[src/rtl/audio_dac_serializer.sv]
// I2S serializer for the WM8731 DAC: generates BCLK/DACLRCK as master and shifts out
// signed stereo samples MSB first. A one-deep valid/ready holding buffer feeds each frame.
module audio_dac_serializer #(
    parameter int AUDIO_DATA_WIDTH = 24,
    parameter int BITS_PER_CHANNEL = 32,
    parameter int BCLK_DIV         = 8
) (
    input  logic                               clk,
    input  logic                               reset,
    input  logic signed [AUDIO_DATA_WIDTH-1:0] left_in,
    input  logic signed [AUDIO_DATA_WIDTH-1:0] right_in,
    input  logic                               in_valid,
    output logic                               in_ready,
    output logic                               aud_bclk,
    output logic                               aud_daclrck,
    output logic                               aud_dacdat,
    output logic                               underrun
);

    localparam int FRAME_BITS = 2 * BITS_PER_CHANNEL;
    localparam int DIV_W      = (BCLK_DIV > 1) ? $clog2(BCLK_DIV) : 1;
    localparam int CNT_W      = $clog2(FRAME_BITS);

    localparam logic [DIV_W-1:0] DIV_LAST  = DIV_W'(BCLK_DIV - 1);
    localparam logic [CNT_W-1:0] CNT_LAST  = CNT_W'(FRAME_BITS - 1);
    localparam logic [CNT_W-1:0] CNT_RIGHT = CNT_W'(BITS_PER_CHANNEL);

    logic [DIV_W-1:0]                  div_cnt;
    logic [CNT_W-1:0]                  bit_cnt;
    logic                              hold_full;
    logic signed [AUDIO_DATA_WIDTH-1:0] hold_left;
    logic signed [AUDIO_DATA_WIDTH-1:0] hold_right;
    logic signed [AUDIO_DATA_WIDTH-1:0] shift_left;
    logic signed [AUDIO_DATA_WIDTH-1:0] shift_right;

    logic             div_wrap;
    logic             bclk_fall;
    logic [CNT_W-1:0] bit_cnt_next;
    logic             frame_start;
    logic             xfer;
    logic             lrck_next;
    int               slot;
    logic             dat_next;
    logic             hold_full_d;

    always_comb begin
        // NOTE: every always_comb output gets a default first so no path can infer a latch.
        div_wrap     = (div_cnt == DIV_LAST);
        bclk_fall    = div_wrap && aud_bclk;
        bit_cnt_next = (bit_cnt == CNT_LAST) ? '0 : bit_cnt + 1'b1;
        frame_start  = bclk_fall && (bit_cnt_next == '0);
        xfer         = in_valid && in_ready;
        lrck_next    = (bit_cnt_next >= CNT_RIGHT);
        slot         = int'(bit_cnt_next) % BITS_PER_CHANNEL;

        // Slot 0 is the I2S one-BCLK delay after the LRCK edge; slots past the word pad with 0.
        dat_next = 1'b0;
        for (int i = 0; i < AUDIO_DATA_WIDTH; i++) begin
            if (slot == i + 1) begin
                dat_next = lrck_next ? shift_right[AUDIO_DATA_WIDTH-1-i]
                                     : shift_left[AUDIO_DATA_WIDTH-1-i];
            end
        end

        hold_full_d = hold_full;
        if (frame_start) begin
            hold_full_d = 1'b0;
        end else if (xfer) begin
            hold_full_d = 1'b1;
        end
    end

    always_ff @(posedge clk) begin
        // NOTE: sequential state uses non-blocking assignments so every register samples pre-edge values.
        if (reset) begin
            div_cnt     <= '0;
            aud_bclk    <= 1'b0;
            aud_daclrck <= 1'b0;
            aud_dacdat  <= 1'b0;
            bit_cnt     <= CNT_LAST;
            hold_full   <= 1'b0;
            shift_left  <= '0;
            shift_right <= '0;
            underrun    <= 1'b0;
            in_ready    <= 1'b0;
        end else begin
            underrun  <= 1'b0;
            div_cnt   <= div_wrap ? '0 : div_cnt + 1'b1;
            hold_full <= hold_full_d;
            in_ready  <= ~hold_full_d;

            if (div_wrap) begin
                aud_bclk <= ~aud_bclk;
            end

            if (bclk_fall) begin
                bit_cnt     <= bit_cnt_next;
                aud_daclrck <= lrck_next;
                aud_dacdat  <= dat_next;
            end

            if (frame_start) begin
                if (hold_full) begin
                    shift_left  <= hold_left;
                    shift_right <= hold_right;
                end else if (xfer) begin
                    shift_left  <= left_in;
                    shift_right <= right_in;
                end else begin
                    underrun <= 1'b1;
                end
            end
        end
    end

    // NOTE: the holding data registers are not reset; hold_full alone says whether they are meaningful.
    always_ff @(posedge clk) begin
        if (xfer && !frame_start) begin
            hold_left  <= left_in;
            hold_right <= right_in;
        end
    end

endmodule
[config.mk]
export PLATFORM = sky130hd
export DESIGN_NAME = audio_dac_serializer
export DESIGN_NICKNAME = d
export VERILOG_FILES = /design/src/rtl/audio_dac_serializer.sv
export SDC_FILE = /design/constraint.sdc
export NUM_CORES = 1
export LEC_CHECK = 0
export CAP_MARGIN = 20
export CORE_ASPECT_RATIO = 0.8
export CORE_MARGIN = 5
export CORE_UTILIZATION = 47
export CTS_CLUSTER_SIZE = 30
export DETAILED_ROUTE_END_ITERATION = 10
export MAX_ROUTING_LAYER = met4
export PLACE_DENSITY = 0.68
export SETUP_SLACK_MARGIN = 0.1
export SLEW_MARGIN = 40
export SYNTH_ARGS = -nofsm -noshare
export SYNTH_HDL_FRONTEND = slang
export SYNTH_SLANG_ARGS = --single-unit
[constraint.sdc]
create_clock -name clk -period 3.2 [get_ports clk]
set_clock_uncertainty 0.05 [all_clocks]
set_input_delay 0.32 -clock clk [delete_from_list [all_inputs] [get_ports clk]]
set_output_delay 0.32 -clock clk [all_outputs]
set_load 0.01 [all_outputs]
## Yosys cells after proc, flatten, opt, wreduce, memory -nomap -nowiden

Cells that the tools add are included.

- Input port bits: 51
- Register bits after elaboration: 111
- Logic and storage cells: 110

- $add $sub $neg: 2
- Magnitude comparators: 1
- Multiplexer cells: 56
- Eq/ne operators: 26
- Reduce and logical (&&, ||, !) cells: 10
- Bitwise gates (word level): 3

Operators with widths:

| operator | count |
|---|---|
| two-way mux 24 bit | 4 |
| equality test 5 bit (second input constant) | 16 |
| two-way mux 1 bit | 51 |
| equality test 5 x 4 -> 1 bit (second input constant) | 5 |
| equality test 5 x 3 -> 1 bit (second input constant) | 2 |
| adder 6 x 1 -> 6 bit (second input constant) | 1 |
| equality test 6 bit (second input constant) | 1 |
| greater-or-equal comparator 6 bit (second input constant) | 1 |
| zero test 6 bit | 1 |
| two-way mux 6 bit | 1 |
| equality test 5 x 2 -> 1 bit (second input constant) | 1 |
| logical AND 1 bit | 4 |
| adder 3 x 1 -> 3 bit (second input constant) | 1 |
| equality test 3 bit (second input constant) | 1 |
| NOT 1 bit | 3 |
| OR reduction 3 bit | 1 |
| AND reduction 2 bit | 1 |
| nonzero test 2 bit | 1 |
| OR reduction 2 bit | 1 |
| zero test 1 bit | 1 |

## Depth between registers and ports, before layout

- Depth after elaboration: 28
- Mapped depth: 12
- Gate-level depth less buffers: 10

## Worst setup path before layout

OpenSTA, ideal clock, no wires.

- Path type: register -> register
- Start point: register bit_cnt[0]
- End point: register hold_left[0], enable pin
- Arrival time: 2.518 ns
- Cell stages (with the launch flop): 8
- Path slack: 0.221 ns
- Required time: 2.739 ns
- Library setup time: 0.411 ns
- Cell sequence: dfxtp_1 -> ha_1 -> a21oi_1 -> nor3_4 -> nor2_4 -> nor2_4 -> nand4_4 -> and3_1

- Cells in the longest elaborated chain, start to end: 6
- Elaborated cells on any way between the ends: 7
- Those cells by class: 1 x add/sub; 1 x eq/ne; 1 x mux; 4 x reduce/logical

RTL lines:

| what | RTL line | RTL |
|---|---|---|
| start: declaration | 29 | `logic [CNT_W-1:0] bit_cnt;` |
| start signal: assignment | 97 | `bit_cnt <= bit_cnt_next;` |
| adder 6 x 1 -> 6 bit or equality test 6 bit (tied branches) | 50 | `bit_cnt_next = (bit_cnt == CNT_LAST) ? '0 : bit_cnt + 1'b1;` |
| two-way mux 6 bit (*) | 50 |  |
| zero test 6 bit (*) | 51 | `frame_start = bclk_fall && (bit_cnt_next == '0);` |
| logical AND 1 bit (*) | 51 |  |
| zero test 1 bit (*) | 118 | `if (xfer && !frame_start) begin` |
| logical AND 1 bit (*) | 118 |  |
| end signal: assignment | 119 | `hold_left <= left_in;` |
| end: declaration | 31 | `logic signed [AUDIO_DATA_WIDTH-1:0] hold_left;` |

Mark *: on every way between the ends. The rest lies on a longest branch, timed or not.
A chain may end at the register's enable or synchronous reset.

## Worst setup path after layout

- Start point: register bit_cnt[0]
- End point: register aud_dacdat

- Cells in the longest elaborated chain, start to end: 28
- Elaborated cells on any way between the ends: 76
- Those cells by class: 1 x add/sub; 1 x order compare; 25 x eq/ne; 49 x mux

RTL lines:

| what | RTL line | RTL |
|---|---|---|
| adder 6 x 1 -> 6 bit or equality test 6 bit (tied branches) | 50 |  |
| two-way mux 6 bit (*) | 50 |  |
| greater-or-equal comparator 6 bit | 53 | `lrck_next = (bit_cnt_next >= CNT_RIGHT);` |
| two-way mux 1 bit | 60 | `dat_next = lrck_next ? shift_right[AUDIO_DATA_WIDTH-1-i]` |
| two-way mux 1 bit (23 in series) | 59 | `if (slot == i + 1) begin` |
| two-way mux 1 bit (*) | 59 |  |
| end signal: assignment | 99 | `aud_dacdat <= dat_next;` |
| end: declaration | 16 | `output logic aud_dacdat,` |

Marks and branches as above.

==> parameters.txt <==
Parameter                              Value

Yosys
  Synthesized area divided by synthesized cell count    11.3 sq um
  EDFF count, synth    48
  Sequential area share after synthesis    0.497
  Cell type contributing the most total cell area after synthesis    edfxtp_1
  Most instantiated library cell after synthesis    dfxtp_1
  Distinct cell type count of the synthesized netlist    between 60 and 70
  Post-synthesis register bit count    111
  Primary FF master, synth    dfxtp_1
  Synthesis warning total    0
  Post-synth design cell area    ~5400 sq um
  Fraction of post-synthesis cell area in the top cell type by area    0.265
  Gate Count Post-Synth    ~480
  Nets in the synthesized netlist    540
  Leading cell types by total area after synthesis    edfxtp_1, dfxtp_1, mux2i_1
  FFs w/ async S/R, synth    0
  Synth cell count leaders    dfxtp_1, mux2i_1, nor2_1

Layout
  Ant diodes    0
  Layout cells sized above 1    0.150
  Core Util, Final    0.557
  Net total in the final layout    just under 600
  Count of placed standard cells in the final layout, fillers left out    680
  Area added between synthesis and finish    17.0%
  Number of fill cells    between 1000 and 1500

Route
  Detailed-route DRC error count    0
  Pre-Repair DR Iteration Count    4
  Routed WL    roughly 12000 microns
  Vias    just under 4000
  Number of DRC violations after detailed-routing iteration 0    231
  Mean routed wirelength per cell    ~18 microns
  Count of antenna-violating nets left after detailed routing    0
  Routed vias/inst    5.68

Clocking
  Max Root-Sink Buffers    2
  Post CTS Setup Buffer Count    0
  Clock latency at the later pin of the worst-skew pair    roughly 0.34 ns
  Clock Tree Root    clkbuf_16
  Clock Sink Count    111
  TritonCTS clock tree    built
  TritonCTS Buffers    9
  Deepest level of the CTS H-tree    3
  Quantity of hold-fixing buffers added after cts    0
  CTS clk-pin slew, worst paths    0.08 ns
  Post-CTS Resized    0

Timing
  Final setup viols    0
  Part of the cycle the worst path needs    0.883
  Setup TNS    0 ns
  Worst Slack Setup Final    ~0.37 ns
  Final Hold Violating Endpoints    0
  Worst slew slack as a fraction of its limit    0.479
  Worst slew pin tran    0.782 ns
  Achievable clock frequency    about 350 MHz
  RSZ-0062 raised after global routing    false
  Tmin final    roughly 2.8 ns
  Final max-slew violation count    0

GRT
  Number of antenna violations at the first check in global routing    0
  Total gr overflow    0
  First-pass GRT wire length    19700 microns
  Vias in the first global route    3837
  Global router's overall resource usage    0.187
  Largest net degree at the start of global routing    between 60 and 70

Pwr
  Pleak    0.00215 uW
  Switching Fraction    0.226
  Clk pwr share    0.382
  Switching power total    around 630 uW
  Combinational cell fraction of total power    0.070
  Cell Int Power    2160 uW
  Cell Pwr Density    between 400 and 500 nW/um^2
  Largest vdd supply drop    0.266 mV
  Share of power burned in registers    0.548

Setup path
  Depth of the worst register-to-register path    9
  Critical-path cell list    ha_1 -> a21oi_1 -> nor3_4 -> nor2_4 -> mux2_2 -> o211ai_1 -> a311oi_1 -> a211oi_2 -> nand2_1
  Crit path arrival time    slightly above 3 ns
  Maximum cell stage delay along the critical path    roughly 0.48 ns
  Reg-to-reg startpoint    bit_cnt[0]$_SDFFE_PP1P_
  Critical path startpoint category    flip-flop
  Start point of the critical path    bit_cnt[0]$_SDFFE_PP1P_
  Slack of the worst reg-to-reg path    between 0.3 and 0.4 ns
  Endpoint kind of the worst setup timing path    flip-flop
  Largest fanout on the critical path    15
  Reg-to-reg critical path endpoint    aud_dacdat$_SDFFE_PP0P_
  Crit path kind    flip-flop to flip-flop
  Worst setup endpoint    aud_dacdat$_SDFFE_PP0P_
  Required time of the worst setup path    3.39 ns
  Slowest library cell on the worst path    nor2_4

Flow run
  Max-cap violations    0

Min path
  Tightest Hold Check Type    flip-flop to flip-flop

Run status
  Run status    complete, no violations

Floorplan
  Count of boundary I/O pins    56
  Die X    130 microns
  Core area    11400 sq um
  Die outline area    13800 sq um
  Die Y-Extent    about 110 microns
  Floorplan row count    35
  Initial cell density of the core    0.476

Placement
  Last weighted congestion value of the routability-driven placer    roughly 0.94
  HPWL after detailed placement    approximately 8800 microns
  Worst slack at placement    just under 0.4 ns
  Quantity of I/O buffers inserted on ports    55
  Inst Count DP    ~660
[worst min-delay path by stage]
stage / start / to / slack, ns / cells past startpoint
after detailed placement: div_cnt[0]$_SDFF_PP0_ / div_cnt[0]$_SDFF_PP0_ / 0.39 / 1
after CTS: div_cnt[0]$_SDFF_PP0_ / div_cnt[0]$_SDFF_PP0_ / 0.41 / 1
final: div_cnt[0]$_SDFF_PP0_ / div_cnt[0]$_SDFF_PP0_ / 0.41 / 1
after global routing: div_cnt[0]$_SDFF_PP0_ / div_cnt[0]$_SDFF_PP0_ / 0.43 / 1
after floorplan: div_cnt[0]$_SDFF_PP0_ / div_cnt[0]$_SDFF_PP0_ / 0.35 / 1
after global placement: div_cnt[0]$_SDFF_PP0_ / div_cnt[0]$_SDFF_PP0_ / 0.37 / 1
[area by class of cell]
class	instances	area [sq um]	area share
timing repair buffer	70	683	0.107
multi-input combinational	327	2480	0.390
tap	148	185	0.0291
inverter	8	30.0	0.00472
clock inverter	6	55.1	0.00864
sequential	111	2700	0.425
clock buffer	10	229	0.0360
[per-stage QoR]
step	power, uW	hold slack, ns	cell area [sq um]
2_1_floorplan	1660	0.354	5440
3_3_place_gp	1750	0.368	6080
3_5_place_dp	1760	0.393	6080
4_1_cts	2820	0.409	6370
5_1_grt	2910	0.428	6370
6_report	2790	0.408	6370
[worst max-delay path: cells and delay by family (launching register included)]
family,cells,cell delay [ns]
AND/OR/NAND/NOR,3,0.66
flip-flops,1,0.32
AO/OA/AOI/OAI,4,0.96
adder cells (fa/ha/maj),1,0.33
multiplexers,1,0.40
[sequential cells by signal (all words and copies together), names as in the netlist, 3 cells and up]
signal	flops
hold_left	24
hold_right	24
shift_left	24
shift_right	24
bit_cnt	6
div_cnt	3
[metal layers]
layer | GRT usage | vias to the layer above | routed length [microns]
li1 | - | 1902 | -
met1 | 0.273 | 1840 | 6220
met2 | 0.259 | 104 | 5040
met3 | 0.0382 | 19 | 618
met4 | 0.0579 | 0 | 242
met5 | - | - | 0
[power groups by stage]
| stage | clock [uW] | sequential [uW] | combinational, uW |
|---|---|---|---|
| 2_1_floorplan | 0 | 1560 | 103 |
| 3_3_place_gp | 0 | 1560 | 194 |
| 3_5_place_dp | 0 | 1560 | 198 |
| 4_1_cts | 1100 | 1530 | 199 |
| 5_1_grt | 1160 | 1530 | 213 |
| 6_report | 1070 | 1530 | 195 |
[cell families after synthesis]
logic type,count (synthesis),share of synthesized area
AOI/OAI and AO/OA,118,0.187
and+or+nand+nor,130,0.120
adders and majority gates,7,0.0161
xor gates and xnor gates,3,0.00483
muxes,69,0.129
DFF,111,0.497
buffers and inverters,44,0.0474
[placed cells by master (no fill, tap or decap), types with 4 or more instances in the layout]
master           Yosys  routed
dfxtp_1             63      62
mux2_2               7       7
a211oi_1            22      22
edfxtp_1            48      48
a21oi_1              7       7
nor3_1               7       7
buf_4                3      13
o22ai_1              4       4
clkdlybuf4s50_1      0      54
mux2i_1             62      62
ha_1                 7       7
clkbuf_16            0       9
nor2_1              61      61
o211ai_1             4       4
inv_1                8       8
a31oi_1              6       6
nand3_1             11      11
a211oi_2            29      29
o21ai_0             17      17
nand2_1             24      24
Power figures use the tool's default switching activity.
